<file path="config.mk">
export PLATFORM = sky130hd
export DESIGN_NAME = frame_mean_divider
export DESIGN_NICKNAME = d
export VERILOG_FILES = /design/src/rtl/frame_mean_divider.sv
export SDC_FILE = /design/constraint.sdc
export NUM_CORES = 1
export LEC_CHECK = 0
export BUFFER_PORTS_ARGS = -buffer_cell sky130_fd_sc_hd__clkbuf_2
export CELL_PAD_IN_SITES_DETAIL_PLACEMENT = 1
export CELL_PAD_IN_SITES_GLOBAL_PLACEMENT = 1
export CORE_MARGIN = 2
export CORE_UTILIZATION = 42
export DETAILED_ROUTE_END_ITERATION = 8
export HOLD_SLACK_MARGIN = 0.02
export PLACE_DENSITY = 0.77
export SETUP_SLACK_MARGIN = 0.1
export SYNTH_ARGS = -nofsm -noshare
export SYNTH_HDL_FRONTEND = slang
export SYNTH_SLANG_ARGS = --single-unit
</file>
<file path="constraint.sdc">
create_clock -name clk -period 3.65 [get_ports clk]
set_clock_uncertainty 0.2 [all_clocks]
set_input_delay 0 -clock clk [delete_from_list [all_inputs] [get_ports clk]]
set_output_delay 0 -clock clk [all_outputs]
set_load 0.005 [all_outputs]
</file>
<file path="src/rtl/frame_mean_divider.sv">
// Frame mean divider: captures a completed frame sum and its sample count, then runs
// a one-bit-per-cycle restoring division and offers quotient/remainder on valid/ready.
module frame_mean_divider #(
    parameter int SUM_W  = 32,
    parameter int DIV_W  = 16,
    parameter int DROP_W = 8
) (
    input  logic              clk,
    input  logic              rst,
    input  logic [SUM_W-1:0]  sum_in,
    input  logic              sum_load,
    input  logic [DIV_W-1:0]  divisor_in,
    output logic [SUM_W-1:0]  mean_out,
    output logic [DIV_W-1:0]  rem_out,
    output logic              mean_valid,
    input  logic              mean_ready,
    output logic              div_zero,
    output logic              busy,
    output logic [DROP_W-1:0] drop_count
);

    localparam int CNT_W = (SUM_W > 1) ? $clog2(SUM_W) : 1;
    localparam logic [CNT_W-1:0] LAST_ITER = CNT_W'(SUM_W - 1);

    typedef enum logic [1:0] {
        S_IDLE   = 2'd0,
        S_DIVIDE = 2'd1,
        S_HOLD   = 2'd2
    } state_t;

    state_t state_q, state_d;

    // Division working registers; the dividend register doubles as the quotient shifter.
    logic [SUM_W-1:0]  dvd_q, dvd_d;
    logic [DIV_W-1:0]  dsr_q, dsr_d;
    logic [DIV_W-1:0]  rem_q, rem_d;
    logic [CNT_W-1:0]  iter_q, iter_d;

    logic [SUM_W-1:0]  mean_q, mean_d;
    logic [DIV_W-1:0]  remo_q, remo_d;
    logic              valid_q, valid_d;
    logic              dz_q, dz_d;
    logic [DROP_W-1:0] drop_q, drop_d;

    logic              accept;
    logic              drop;
    logic              load_zero;
    logic              last_iter;
    logic [DIV_W:0]    rem_shift;
    logic [DIV_W:0]    rem_step;
    logic              sub_ok;
    logic [SUM_W-1:0]  quo_step;
    logic              rem_step_unused;

    function automatic logic [DROP_W-1:0] sat_inc(input logic [DROP_W-1:0] v);
        return (&v) ? v : v + DROP_W'(1);
    endfunction

    // A load is taken in IDLE, or in HOLD on the same cycle the consumer takes the result.
    assign accept    = sum_load && ((state_q == S_IDLE) ||
                                    ((state_q == S_HOLD) && mean_ready));
    assign drop      = sum_load && !accept;
    assign load_zero = (divisor_in == '0);
    assign last_iter = (state_q == S_DIVIDE) && (iter_q == LAST_ITER);

    // One restoring step: shift in the next dividend bit, subtract when it fits.
    always_comb begin
        rem_shift = {rem_q, dvd_q[SUM_W-1]};
        sub_ok    = (rem_shift >= {1'b0, dsr_q});
        rem_step  = sub_ok ? (rem_shift - {1'b0, dsr_q}) : rem_shift;
        quo_step  = {dvd_q[SUM_W-2:0], sub_ok};
    end

    // After a subtraction the remainder is below the divisor, so the top bit is always zero.
    assign rem_step_unused = rem_step[DIV_W];

    always_ff @(posedge clk) begin
        if (rst) begin
            state_q <= S_IDLE;
        end else begin
            state_q <= state_d;
        end
    end

    always_comb begin
        state_d = state_q;
        case (state_q)
            S_IDLE: begin
                if (sum_load) begin
                    state_d = load_zero ? S_HOLD : S_DIVIDE;
                end
            end
            S_DIVIDE: begin
                if (last_iter) begin
                    state_d = S_HOLD;
                end
            end
            S_HOLD: begin
                if (mean_ready) begin
                    if (sum_load) begin
                        state_d = load_zero ? S_HOLD : S_DIVIDE;
                    end else begin
                        state_d = S_IDLE;
                    end
                end
            end
            default: state_d = S_IDLE;
        endcase
    end

    always_comb begin
        busy = (state_q != S_IDLE);
    end

    always_comb begin
        dvd_d  = dvd_q;
        dsr_d  = dsr_q;
        rem_d  = rem_q;
        iter_d = iter_q;
        if (accept) begin
            dvd_d  = sum_in;
            dsr_d  = divisor_in;
            rem_d  = '0;
            iter_d = '0;
        end else if (state_q == S_DIVIDE) begin
            dvd_d  = quo_step;
            rem_d  = rem_step[DIV_W-1:0];
            iter_d = iter_q + CNT_W'(1);
        end
    end

    always_comb begin
        mean_d  = mean_q;
        remo_d  = remo_q;
        valid_d = valid_q;
        dz_d    = dz_q;
        drop_d  = drop ? sat_inc(drop_q) : drop_q;
        if (accept && load_zero) begin
            mean_d  = '1;
            remo_d  = '0;
            valid_d = 1'b1;
            dz_d    = 1'b1;
        end else if (accept) begin
            valid_d = 1'b0;
        end else if (last_iter) begin
            mean_d  = quo_step;
            remo_d  = rem_step[DIV_W-1:0];
            valid_d = 1'b1;
            dz_d    = 1'b0;
        end else if ((state_q == S_HOLD) && mean_ready) begin
            valid_d = 1'b0;
        end
    end

    // Working registers need no reset: every division starts from a fresh load.
    always_ff @(posedge clk) begin
        dvd_q <= dvd_d;
        dsr_q <= dsr_d;
        rem_q <= rem_d;
    end

    always_ff @(posedge clk) begin
        if (rst) begin
            iter_q  <= '0;
            mean_q  <= '0;
            remo_q  <= '0;
            valid_q <= 1'b0;
            dz_q    <= 1'b0;
            drop_q  <= '0;
        end else begin
            iter_q  <= iter_d;
            mean_q  <= mean_d;
            remo_q  <= remo_d;
            valid_q <= valid_d;
            dz_q    <= dz_d;
            drop_q  <= drop_d;
        end
    end

    assign mean_out   = mean_q;
    assign rem_out    = remo_q;
    assign mean_valid = valid_q;
    assign div_zero   = dz_q;
    assign drop_count = drop_q;

endmodule
</file>
==> reports/summary.txt <==
crit share post-route: 85.2%
clock tree buffer depth: 2
Buf/Inv on CP: 1
antenna cells: 0
mux share of post-synthesis cell area: 2.22%
Clock Latency Late Sink: 0.42 ns
design area: 0.00776 mm2
crit-path leading delay family: compound AO/OA/AOI/OAI gates
Clock Pin Slew Worst Setup and Hold Paths: 0.06 ns
Slowest-stage cell, CP: a41oi_1
synth unique cells: 53
Non-Filler Instances: 1003
cell area power density: 611 mW/mm2
Mean Syn Cell Area: 9.09 um2
Vias: 5431
hpwl dp: 11.8 mm
M1 WL: 7.69 mm
CTS sink cnt: 129
Row Count: 43
endpoints failing hold: 0
Die Wd: 123 um
Layout Nets: 882
Max FO, Critical Path: 13
TritonCTS clock tree: yes
GPL Wtd Cong: 0.937
ANT nets after route: 0
largest family of logic cells by synthesized area: simple AND/OR/NAND/NOR gates
I/O Pins: 111
DR iter-0 viols: 286
async set-reset flop share out of synthesis: 0%
fmax: 0.322 GHz
number of iterations in the first detailed-routing pass: 6
Layout area overhead: 30.9%
RSZ-0062 raised after global routing: false
Pins Over Slew Limit: 0
core area: 0.0138 mm2
WL final: 18.4 mm
Rel. slew slack: 39.2%
Post-synth EDFFs: 48
Setup TNS: 0 ns
Synth Flop Type: dfxtp_1
DR WL met2: 9.40 mm
H-tree levels: 4
Tmin final: 3.11 ns
Critical Path RT: 3.79 ns
Setup crit start kind: flip-flop
Synth Area in Simple Gates: 22.6%
share of the yosys chip area belonging to registers: 51.7%
count leader, synth: nand2_1
most area-hungry cell type in the Yosys netlist: dfxtp_1
Overall Power: 4740 uW
Starting Density: 42.9%
layout cells sized above 1: 19.4%
status: completed
Post-Synth XOR/XNOR Area: 2.96%
post-synthesis cell area: 0.00593 mm2
WL met3: 797 um
Critical Path Sink Type: flip-flop
Synth Register Bits: 129
Synth top area share: 27.4%
FF+latch area: 0.00306 mm2
Final setup viols: 0
Die Height: 123 um
residual overflow from global routing: 0
largest net degree at the start of global routing: 53
DP Area: 0.00664 mm2
vias per cell: 5.41
placed insts: 918
first-pass GRT wire length: 29.0 mm
VDD IR max: 0.303 mV
Synth top cells by count: 134 x nand2_1, 81 x dfxtp_1, 62 x nor3_1
Compound-Gate Fraction of Synth Area: 12.1%
Synth Area in Adders: 4.35%
Residual DRC: 0
CTS resizes: 0
number of synthesis warnings: 0
worst min path class: in2reg
net count after synthesis: 724
Synth area leaders: dfxtp_1 27%, edfxtp_1 24%, nand2_1 8.5%
vias in the first global route: 5737
Num CTS Buffers: 17
initial antenna violation count: 0
fillcell total: 1617
CP Class: reg2reg
Max Cap Viol: 0
die area: 0.0151 mm2
worst slew pin tran: 0.900 ns
I/O Buffers: 110
data arrival time of the critical path: 3.25 ns
CP max stage delay: 0.58 ns
DR WL/cell: 18.3 um
Synth Instances: 652
multi-input logic area: 0.00263 mm2
All-Layer GR Usage: 25.3%
crit-path cells: inv_1, ha_1, a21o_1, a211o_1, a41oi_1, nor2_2, mux2_1, o21ai_1
Root Driver: clkbuf_16
Leak: 0.00337 uW
highest routed metal layer: met4
[cells in the final DEF (no fill, tap or decap), types with 4 or more instances in the layout]
master         netlist  layout
nand3_1              5       5
ha_1                19      19
nand4_1              9       9
clkbuf_2             0     110
o21a_1               8       8
nand2b_1             6       6
nor4_1               4       4
and3_1               6       6
buf_4                0      11
nor2_1              54      54
xor2_1              10      10
o21ai_0             31      31
dlygate4sd3_1        0      53
a211oi_1             5       5
a21oi_1             27      27
inv_1               24      23
nand2_1            134     134
edfxtp_1            48      48
xnor2_1             10      10
dfxtp_1             81      81
clkbuf_16            0      19
o21ai_1              5       5
clkbuf_1            29       4
mux2i_1             12      12
a31oi_1             13      13
nor3_1              62      62
nor2b_1              8       8
[state kept, by name, summed over array words and instances, names as in the netlist]
name / flops
div_zero: 1
drop_count: 8
dsr_q: 16
dvd_q: 32
iter_q: 5
mean_out: 32
mean_valid: 1
rem_out: 16
rem_q: 16
state_q: 2
[final cells by class]
class	instances	share of cell area, %
timing repair buffer	174	15.0
clock buffer	25	6.68
inverter	24	1.16
multi-input combinational	464	33.8
sequential	129	39.5
tap	180	2.90
clock inverter	7	0.920
[logic make-up (layout without fill, tap and decap cells)]
logic type,Yosys count,after routing
simple gates,301,301
flops,129,129
compound gates,110,110
buf+inv,59,230
fa+ha+maj,20,20
xor+xnor,20,20
mux,13,13
[worst paths after layout]
path | from | endpoint | slack, ns | depth (start not counted)
worst max-delay path | dsr_q[14] | rem_q[1] | 0.54 | 8
worst min-delay path | divisor_in[2] | dsr_q[2] | 0.12 | 2
worst max register to register | dsr_q[14] | rem_q[1] | 0.54 | 8
worst min register to register | mean_out[26] | mean_out[26] | 0.30 | 2
[worst register-to-register path, cell delays in order, from the launching register on]
cell      delay, ns
edfxtp_1       0.33
inv_1          0.04
ha_1           0.38
a21o_1         0.22
a211o_1        0.34
a41oi_1        0.58
nor2_2         0.34
mux2_1         0.47
o21ai_1        0.15
[report_power, final]
group | internal, uW | total, uW | switching (uW)
logic | 499 | 1270 | 772
registers | 1660 | 1770 | 111
clock network | 1060 | 1690 | 637
total | 3220 | 4740 | 1520
[through the flow]
step | utilization [%] | setup WS (ns) | hold slack (ns)
floorplan | - | 1.12 | -0.101
global placement | 48.0 | 0.667 | -0.00698
detailed placement | 48.0 | 0.576 | -0.00560
CTS | 56.1 | 0.564 | 0.0994
global route | 56.1 | 0.375 | 0.117
finish | 56.1 | 0.540 | 0.119
[what timing repair did]
item,4_1_cts,5_1_grt
hold endpoints to repair,67,0
endpoints found under the setup margin,0,0
hold buffers,53,0
setup buffers,0,0
[routing by layer]
metal	track usage, %	vias to the layer above
met5	0	-
met4	10.6	0
met3	5.20	39
met2	43.4	136
met1	30.7	2665
li1	-	2591
(Power assumes the default switching activity.)
